[src/rtl/stopwatch_lap.sv]
// stopwatch_lap: MM:SS stopwatch with button conditioning, lap freeze, clear,
// and wrap or saturate at 59:59. Optional debouncer: STOPWATCH_DEBOUNCE_EN.
// Params: TICKS_PER_SEC (clk cycles per second), WRAP (1 roll, 0 saturate),
//         DEB_CYCLES (debounce stable count, debounce build only).
// Ports: clk, rst (async, active high), btn_ss/btn_lap (raw buttons),
//        disp {min1,min0,sec1,sec0} BCD, running, lap_active, tick, ovf.
module stopwatch_lap #(
    parameter int TICKS_PER_SEC = 100,
    parameter int WRAP          = 1,
    parameter int DEB_CYCLES    = 16
) (
    input  logic        clk,
    input  logic        rst,
    input  logic        btn_ss,
    input  logic        btn_lap,
    output logic [15:0] disp,
    output logic        running,
    output logic        lap_active,
    output logic        tick,
    output logic        ovf
);

    localparam int PW = (TICKS_PER_SEC > 2) ? $clog2(TICKS_PER_SEC) : 1;
    localparam logic [PW-1:0] PTERM = PW'(TICKS_PER_SEC - 1);

    logic [1:0]    ss_sync;
    logic [1:0]    lap_sync;
    logic          ss_lvl;
    logic          lap_lvl;
    logic          ss_q;
    logic          lap_q;
    logic          ss_p;
    logic          lap_p;
    logic [PW-1:0] presc;
    logic [15:0]   live;
    logic [15:0]   lap_reg;
    logic [15:0]   live_inc;
    logic          at_max;
    logic          term;
    logic          clear;

    always_ff @(posedge clk or posedge rst) begin
        if (rst) begin
            ss_sync  <= 2'b00;
            lap_sync <= 2'b00;
        end else begin
            ss_sync  <= {ss_sync[0], btn_ss};
            lap_sync <= {lap_sync[0], btn_lap};
        end
    end

`ifdef STOPWATCH_DEBOUNCE_EN
    localparam int DW = $clog2(DEB_CYCLES + 1);
    localparam logic [DW-1:0] DLAST = DW'(DEB_CYCLES - 1);

    logic          ss_deb;
    logic          lap_deb;
    logic [DW-1:0] ss_cnt;
    logic [DW-1:0] lap_cnt;

    // Conditioned level follows the synchronised input only after it has
    // disagreed for DEB_CYCLES consecutive samples.
    always_ff @(posedge clk or posedge rst) begin
        if (rst) begin
            ss_deb  <= 1'b0;
            lap_deb <= 1'b0;
            ss_cnt  <= '0;
            lap_cnt <= '0;
        end else begin
            if (ss_sync[1] != ss_deb) begin
                if (ss_cnt == DLAST) begin
                    ss_deb <= ss_sync[1];
                    ss_cnt <= '0;
                end else begin
                    ss_cnt <= ss_cnt + DW'(1);
                end
            end else begin
                ss_cnt <= '0;
            end
            if (lap_sync[1] != lap_deb) begin
                if (lap_cnt == DLAST) begin
                    lap_deb <= lap_sync[1];
                    lap_cnt <= '0;
                end else begin
                    lap_cnt <= lap_cnt + DW'(1);
                end
            end else begin
                lap_cnt <= '0;
            end
        end
    end

    assign ss_lvl  = ss_deb;
    assign lap_lvl = lap_deb;
`else
    assign ss_lvl  = ss_sync[1];
    assign lap_lvl = lap_sync[1];
`endif

    assign ss_p  = ss_lvl & ~ss_q;
    assign lap_p = lap_lvl & ~lap_q;
    assign term  = running && (presc == PTERM);
    // Lap decision uses the pre-toggle running/lap_active state.
    assign clear = lap_p && !running && !lap_active;

    // Whole carry chain resolved combinationally; 59:59 yields 00:00.
    always_comb begin
        live_inc = live;
        at_max   = (live == 16'h5959);
        if (live[3:0] != 4'd9) begin
            live_inc[3:0] = live[3:0] + 4'd1;
        end else begin
            live_inc[3:0] = 4'd0;
            if (live[7:4] != 4'd5) begin
                live_inc[7:4] = live[7:4] + 4'd1;
            end else begin
                live_inc[7:4] = 4'd0;
                if (live[11:8] != 4'd9) begin
                    live_inc[11:8] = live[11:8] + 4'd1;
                end else begin
                    live_inc[11:8] = 4'd0;
                    if (live[15:12] != 4'd5) begin
                        live_inc[15:12] = live[15:12] + 4'd1;
                    end else begin
                        live_inc[15:12] = 4'd0;
                    end
                end
            end
        end
    end

    always_ff @(posedge clk or posedge rst) begin
        if (rst) begin
            ss_q       <= 1'b0;
            lap_q      <= 1'b0;
            presc      <= '0;
            live       <= 16'h0000;
            lap_reg    <= 16'h0000;
            running    <= 1'b0;
            lap_active <= 1'b0;
            tick       <= 1'b0;
            ovf        <= 1'b0;
        end else begin
            ss_q    <= ss_lvl;
            lap_q   <= lap_lvl;
            tick    <= 1'b0;
            running <= running ^ ss_p;
            if (WRAP != 0) begin
                ovf <= 1'b0;
            end
            if (lap_p) begin
                if (running) begin
                    lap_active <= ~lap_active;
                    if (!lap_active) begin
                        lap_reg <= live;
                    end
                end else begin
                    lap_active <= 1'b0;
                end
            end
            if (clear) begin
                presc <= '0;
                live  <= 16'h0000;
                ovf   <= 1'b0;
            end else if (term) begin
                presc <= '0;
                tick  <= 1'b1;
                if (at_max && (WRAP == 0)) begin
                    // Saturate: hold 59:59, stop, sticky overflow.
                    running <= 1'b0;
                    ovf     <= 1'b1;
                end else begin
                    live <= live_inc;
                    if (at_max) begin
                        ovf <= 1'b1;
                    end
                end
            end else if (running) begin
                presc <= presc + PW'(1);
            end
        end
    end

    assign disp = lap_active ? lap_reg : live;

endmodule
[config.mk]
export PLATFORM = sky130hd
export DESIGN_NAME = stopwatch_lap
export DESIGN_NICKNAME = d
export VERILOG_FILES = /design/src/rtl/stopwatch_lap.sv
export SDC_FILE = /design/constraint.sdc
export NUM_CORES = 1
export LEC_CHECK = 0
export ABC_AREA = 1
export CELL_PAD_IN_SITES_DETAIL_PLACEMENT = 1
export CELL_PAD_IN_SITES_GLOBAL_PLACEMENT = 1
export CORE_AREA = 3 3 107 109
export CTS_CLUSTER_DIAMETER = 50
export DETAILED_ROUTE_END_ITERATION = 7
export DIE_AREA = 0 0 110 112
export GPL_TIMING_DRIVEN = 1
export PLACE_DENSITY_LB_ADDON = 0.12
export REMOVE_ABC_BUFFERS = 1
export SYNTH_ARGS = -nofsm -noshare
export SYNTH_HDL_FRONTEND = slang
export SYNTH_SLANG_ARGS = --single-unit
[constraint.sdc]
create_clock -name clk -period 3.4 [get_ports clk]
set_input_delay 1.02 -clock clk [delete_from_list [all_inputs] [get_ports clk]]
set_output_delay 1.02 -clock clk [all_outputs]
set_load 0.01 [all_outputs]
After elaboration in Yosys (flattened, before gate mapping) --
Cells that the tools add are included.
Word-level totals: bits in registers 49, bits of input ports 4, output and inout bits 20, logic and storage cells 64
Operators by class: add/sub/neg operators 5, eq/ne operators 9, muxes and demuxes 19, bitwise operators 6, reduce and logical (&&, ||, !) cells 11
Operators with widths (count):
- 16-bit 2-to-1 mux | 3
- 7-bit 2-to-1 mux | 3
- 4-bit 2-to-1 mux | 5
- 4-bit by 1-bit adder with 4-bit output, second input constant | 4
- 16-bit by 15-bit == test with 1-bit output, second input constant | 1
- 12-bit 2-to-1 mux | 1
- 8-bit 2-to-1 mux | 1
- 4-bit by 3-bit != test with 1-bit output, second input constant | 2
- 4-bit != test, second input constant | 2
- 7-bit by 1-bit adder with 7-bit output, second input constant | 1
- 7-bit == test, second input constant | 1
- 1-bit 2-to-1 mux | 6
- 2-bit != test, second input constant | 3
- 2-bit AND reduction | 2
- 4-bit AND reduction | 1
- 1-bit logical AND | 3
- 1-bit inverter | 3
- 3-bit AND reduction | 1
- 3-bit nonzero test | 1
- 1-bit bitwise AND | 2
- 1-bit logical NOT | 2
- 2-bit nonzero test | 1
- 1-bit XOR | 1

Logic depth before layout (Yosys ltp) --
word-level depth 7, gate-level depth with buffers 8, depth with buffers taken out 8

Worst setup path after synthesis --
OpenSTA, ideal clock, no wires.
path type register to output, start point register lap_active, end point output disp[11], arrival 1.073 ns, data required time 2.380 ns, slack 1.307 ns, stages on the path, launching flop included 4, path buffers 2, cells stage by stage dfrtp_1 -> buf_2 -> clkbuf_1 -> o21ai_0
Between the ends: word-level cells in the longest chain between the ends 1
RTL lines:
- start, declared | RTL line 18 | output logic lap_active,
- start signal, assigned | RTL line 153 | lap_active <= ~lap_active;
- 16-bit 2-to-1 mux
- end, declared | RTL line 16 | output logic [15:0] disp,
No other way between the ends.

Final worst setup path --
start point register lap_active, end point output disp[0]
The elaborated chain is that of the path after synthesis.

==> flow_summary.json <==
{
  "status": "finished, final reports clean",
  "gr-total-overflow": 0,
  "diodes": 0,
  "period_share_pct": 86.9,
  "path_class": "reg -> out",
  "fin_util_pct": 28.8,
  "grtUsageTotal_pct": 12.0,
  "hp-class": "reg -> reg",
  "yosys.cell_types.count": 29,
  "ir_drop_mv": 0.240,
  "path_cells": "buf_4, o21ai_0, clkdlybuf4s50_1",
  "post_cts_buffers": 0,
  "power.share.clock_pct": 22.7,
  "worstMarginPinSlew_ns": 0.654,
  "cts_made_buffers": 5,
  "vias_per_cell": 4.39,
  "portBuffers": 23,
  "maxCapViolCount": 0,
  "grt_max_degree": 50,
  "slew_headroom_pct": 56.4,
  "drt_iter0_drc": 78,
  "grt_pass1_vias": 2263,
  "layout_commonest_cell": "nand2_1",
  "syn_area_sq_um": 2630,
  "cts_resized": 0,
  "intPower_uw": 1230,
  "ctsLongestPathBuffers": 2,
  "dieArea_sq_um": 12300,
  "pwr-share-seq_pct": 41.3,
  "finalCriticalPeriod_ns": 2.95,
  "max_freq_mhz": 338,
  "area_delta_synth_final_pct": 17.2,
  "critPathLaunchType": "flip-flop",
  "wl_mm": 6.45,
  "p_comb_share_pct": 36.0,
  "ys_seq_area_share_pct": 46.6,
  "setup_viol": 0,
  "clkLatencyLatePin_ns": 0.31,
  "slowest_delay_ns": 0.61,
  "critPathArrivalTime_ns": 1.93,
  "synth_seq_cells": 49,
  "start_util_pct": 24.6,
  "p_leak_uw": 0.00149,
  "rsz0062_at_grt": "no",
  "htreeDepth": 2,
  "cts_sinks": 49,
  "firstDrtPassIters": 4,
  "postRouteAntennaNets": 0,
  "postCtsHoldBufs": 0,
  "die_w_um": 110,
  "synthCells": 315,
  "grt_pass1_wl_mm": 11.5,
  "dp_hpwl_mm": 4.40,
  "drive_gt1_share_pct": 10.9,
  "final-hold-violation-count": 0,
  "rows": 38,
  "num_io_pins": 24,
  "die_y_um": 112,
  "setup_ws_ns": 0.445,
  "antenna_found_initial": 0,
  "nets": 351,
  "clk_pin_slew_ns": 0.09,
  "place.gp.congestion": 0.756,
  "p_sw_share_pct": 38.6,
  "pre_cts_ws_ns": 0.833,
  "yosys_warnings": 0,
  "maxSlewViolCount": 0,
  "core_sq_um": 10700,
  "wl_per_cell_um": 13.5,
  "drc": 0,
  "p_sw_uw": 775,
  "cp.required_ns": 2.38,
  "cts_tree": "built",
  "final_cell_mix": "nand2_1 (93), dfrtp_1 (49), inv_1 (28), clkdlybuf4s50_1 (23), nand3_1 (21)",
  "syn_avg_cell_area_sq_um": 8.35,
  "p_per_area_nw_per_um2": 652,
  "slowest_stage": "clkdlybuf4s50_1",
  "clock_skew_ns": 0.00688,
  "end_kind": "output port",
  "cts_root_buf": "clkbuf_8",
  "fin_tns_setup_ns": 0,
  "via_count": 2103,
  "critPathMaxFanout": 35
}
power by group through the flow:
stage	Clock, uW	Sequential (uW)	Combinational [uW]
floorplan	0	842	430
global placement	0	843	735
CTS	482	835	746
detailed placement	0	845	742
global route	499	857	850
finish	456	830	722
final timing paths:
path,start,endpoint,slack (ns),cells past startpoint
worst max-delay path,lap_active$_DFFE_PP0N_,disp[0],0.45,3
worst min-delay path,lap_sync[0]$_DFF_PP0_,lap_sync[1]$_DFF_PP0_,0.36,0
worst max register to register,live[1]$_DFFE_PP0P_,live[12]$_DFFE_PP0P_,1.83,8
worst min register to register,lap_sync[0]$_DFF_PP0_,lap_sync[1]$_DFF_PP0_,0.36,0
max in group asynchronous,rst,live[6]$_DFFE_PP0P_,1.76,3
min in group asynchronous,rst,lap_reg[4]$_DFFE_PP0P_,1.18,3
synthesized netlist by cell type (all sizes together):
| cell | count | share of area [%] |
|---|---|---|
| or2 | 1 | 0.24 |
| o21ai | 31 | 6.2 |
| nor2 | 23 | 4.2 |
| xnor2 | 2 | 0.67 |
| nand4 | 12 | 2.9 |
| nor3 | 4 | 0.95 |
| buf | 8 | 3.3 |
| a21oi | 8 | 1.5 |
| dfrtp | 49 | 47 |
| clkbuf | 2 | 0.29 |
| and3 | 1 | 0.24 |
| inv | 33 | 4.7 |
| nand2 | 103 | 17 |
| ha | 9 | 4.3 |
| xor2 | 4 | 1.3 |
| nand3 | 24 | 5.1 |
| o22ai | 1 | 0.24 |
per-stage QoR:
step | std cells | hold slack (ns) | instance area, sq um | power (uW)
after floorplan | 305 | 0.331 | 2530 | 1270
after global placement | 471 | 0.332 | 2960 | 1580
after detailed placement | 471 | 0.336 | 2960 | 1590
after CTS | 479 | 0.360 | 3080 | 2060
after global routing | 479 | 0.370 | 3080 | 2210
final | 479 | 0.356 | 3080 | 2010
worst max-delay path: cells and delay by family, from the launching register on:
| family | cells | cell delay (ns) |
|---|---|---|
| flip-flops | 1 | 0.40 |
| AO/OA/AOI/OAI | 1 | 0.37 |
| buffers and inverters | 2 | 0.85 |
cell type report:
cell class                      count  area, sq um
Clock buffer                        6         82.6
Fill cell                        1299         7620
Clock inverter                      2         37.5
Sequential cell                    49         1230
Tap cell                          140          175
Timing Repair Buffer               26          253
Multi-Input combinational cell    223         1180
Inverter                           33          124
kinds of logic (layout without fill, tap and decap cells):
logic type	Yosys count	in the layout	share of synthesized area, %
simple gates	168	168	30.8
flops	49	49	46.6
buf+inv	43	67	8.33
compound gates	40	40	7.95
fa+ha+maj	9	9	4.28
xor+xnor	6	6	2.00
metal layers:
layer / global-route usage [%] / part of all wire, %
met5: 0 / 0
met4: 3.49 / 1.3
met3: 1.74 / 2.0
met2: 20.4 / 48
met1: 15.7 / 48
Power figures use the tool's default switching activity.
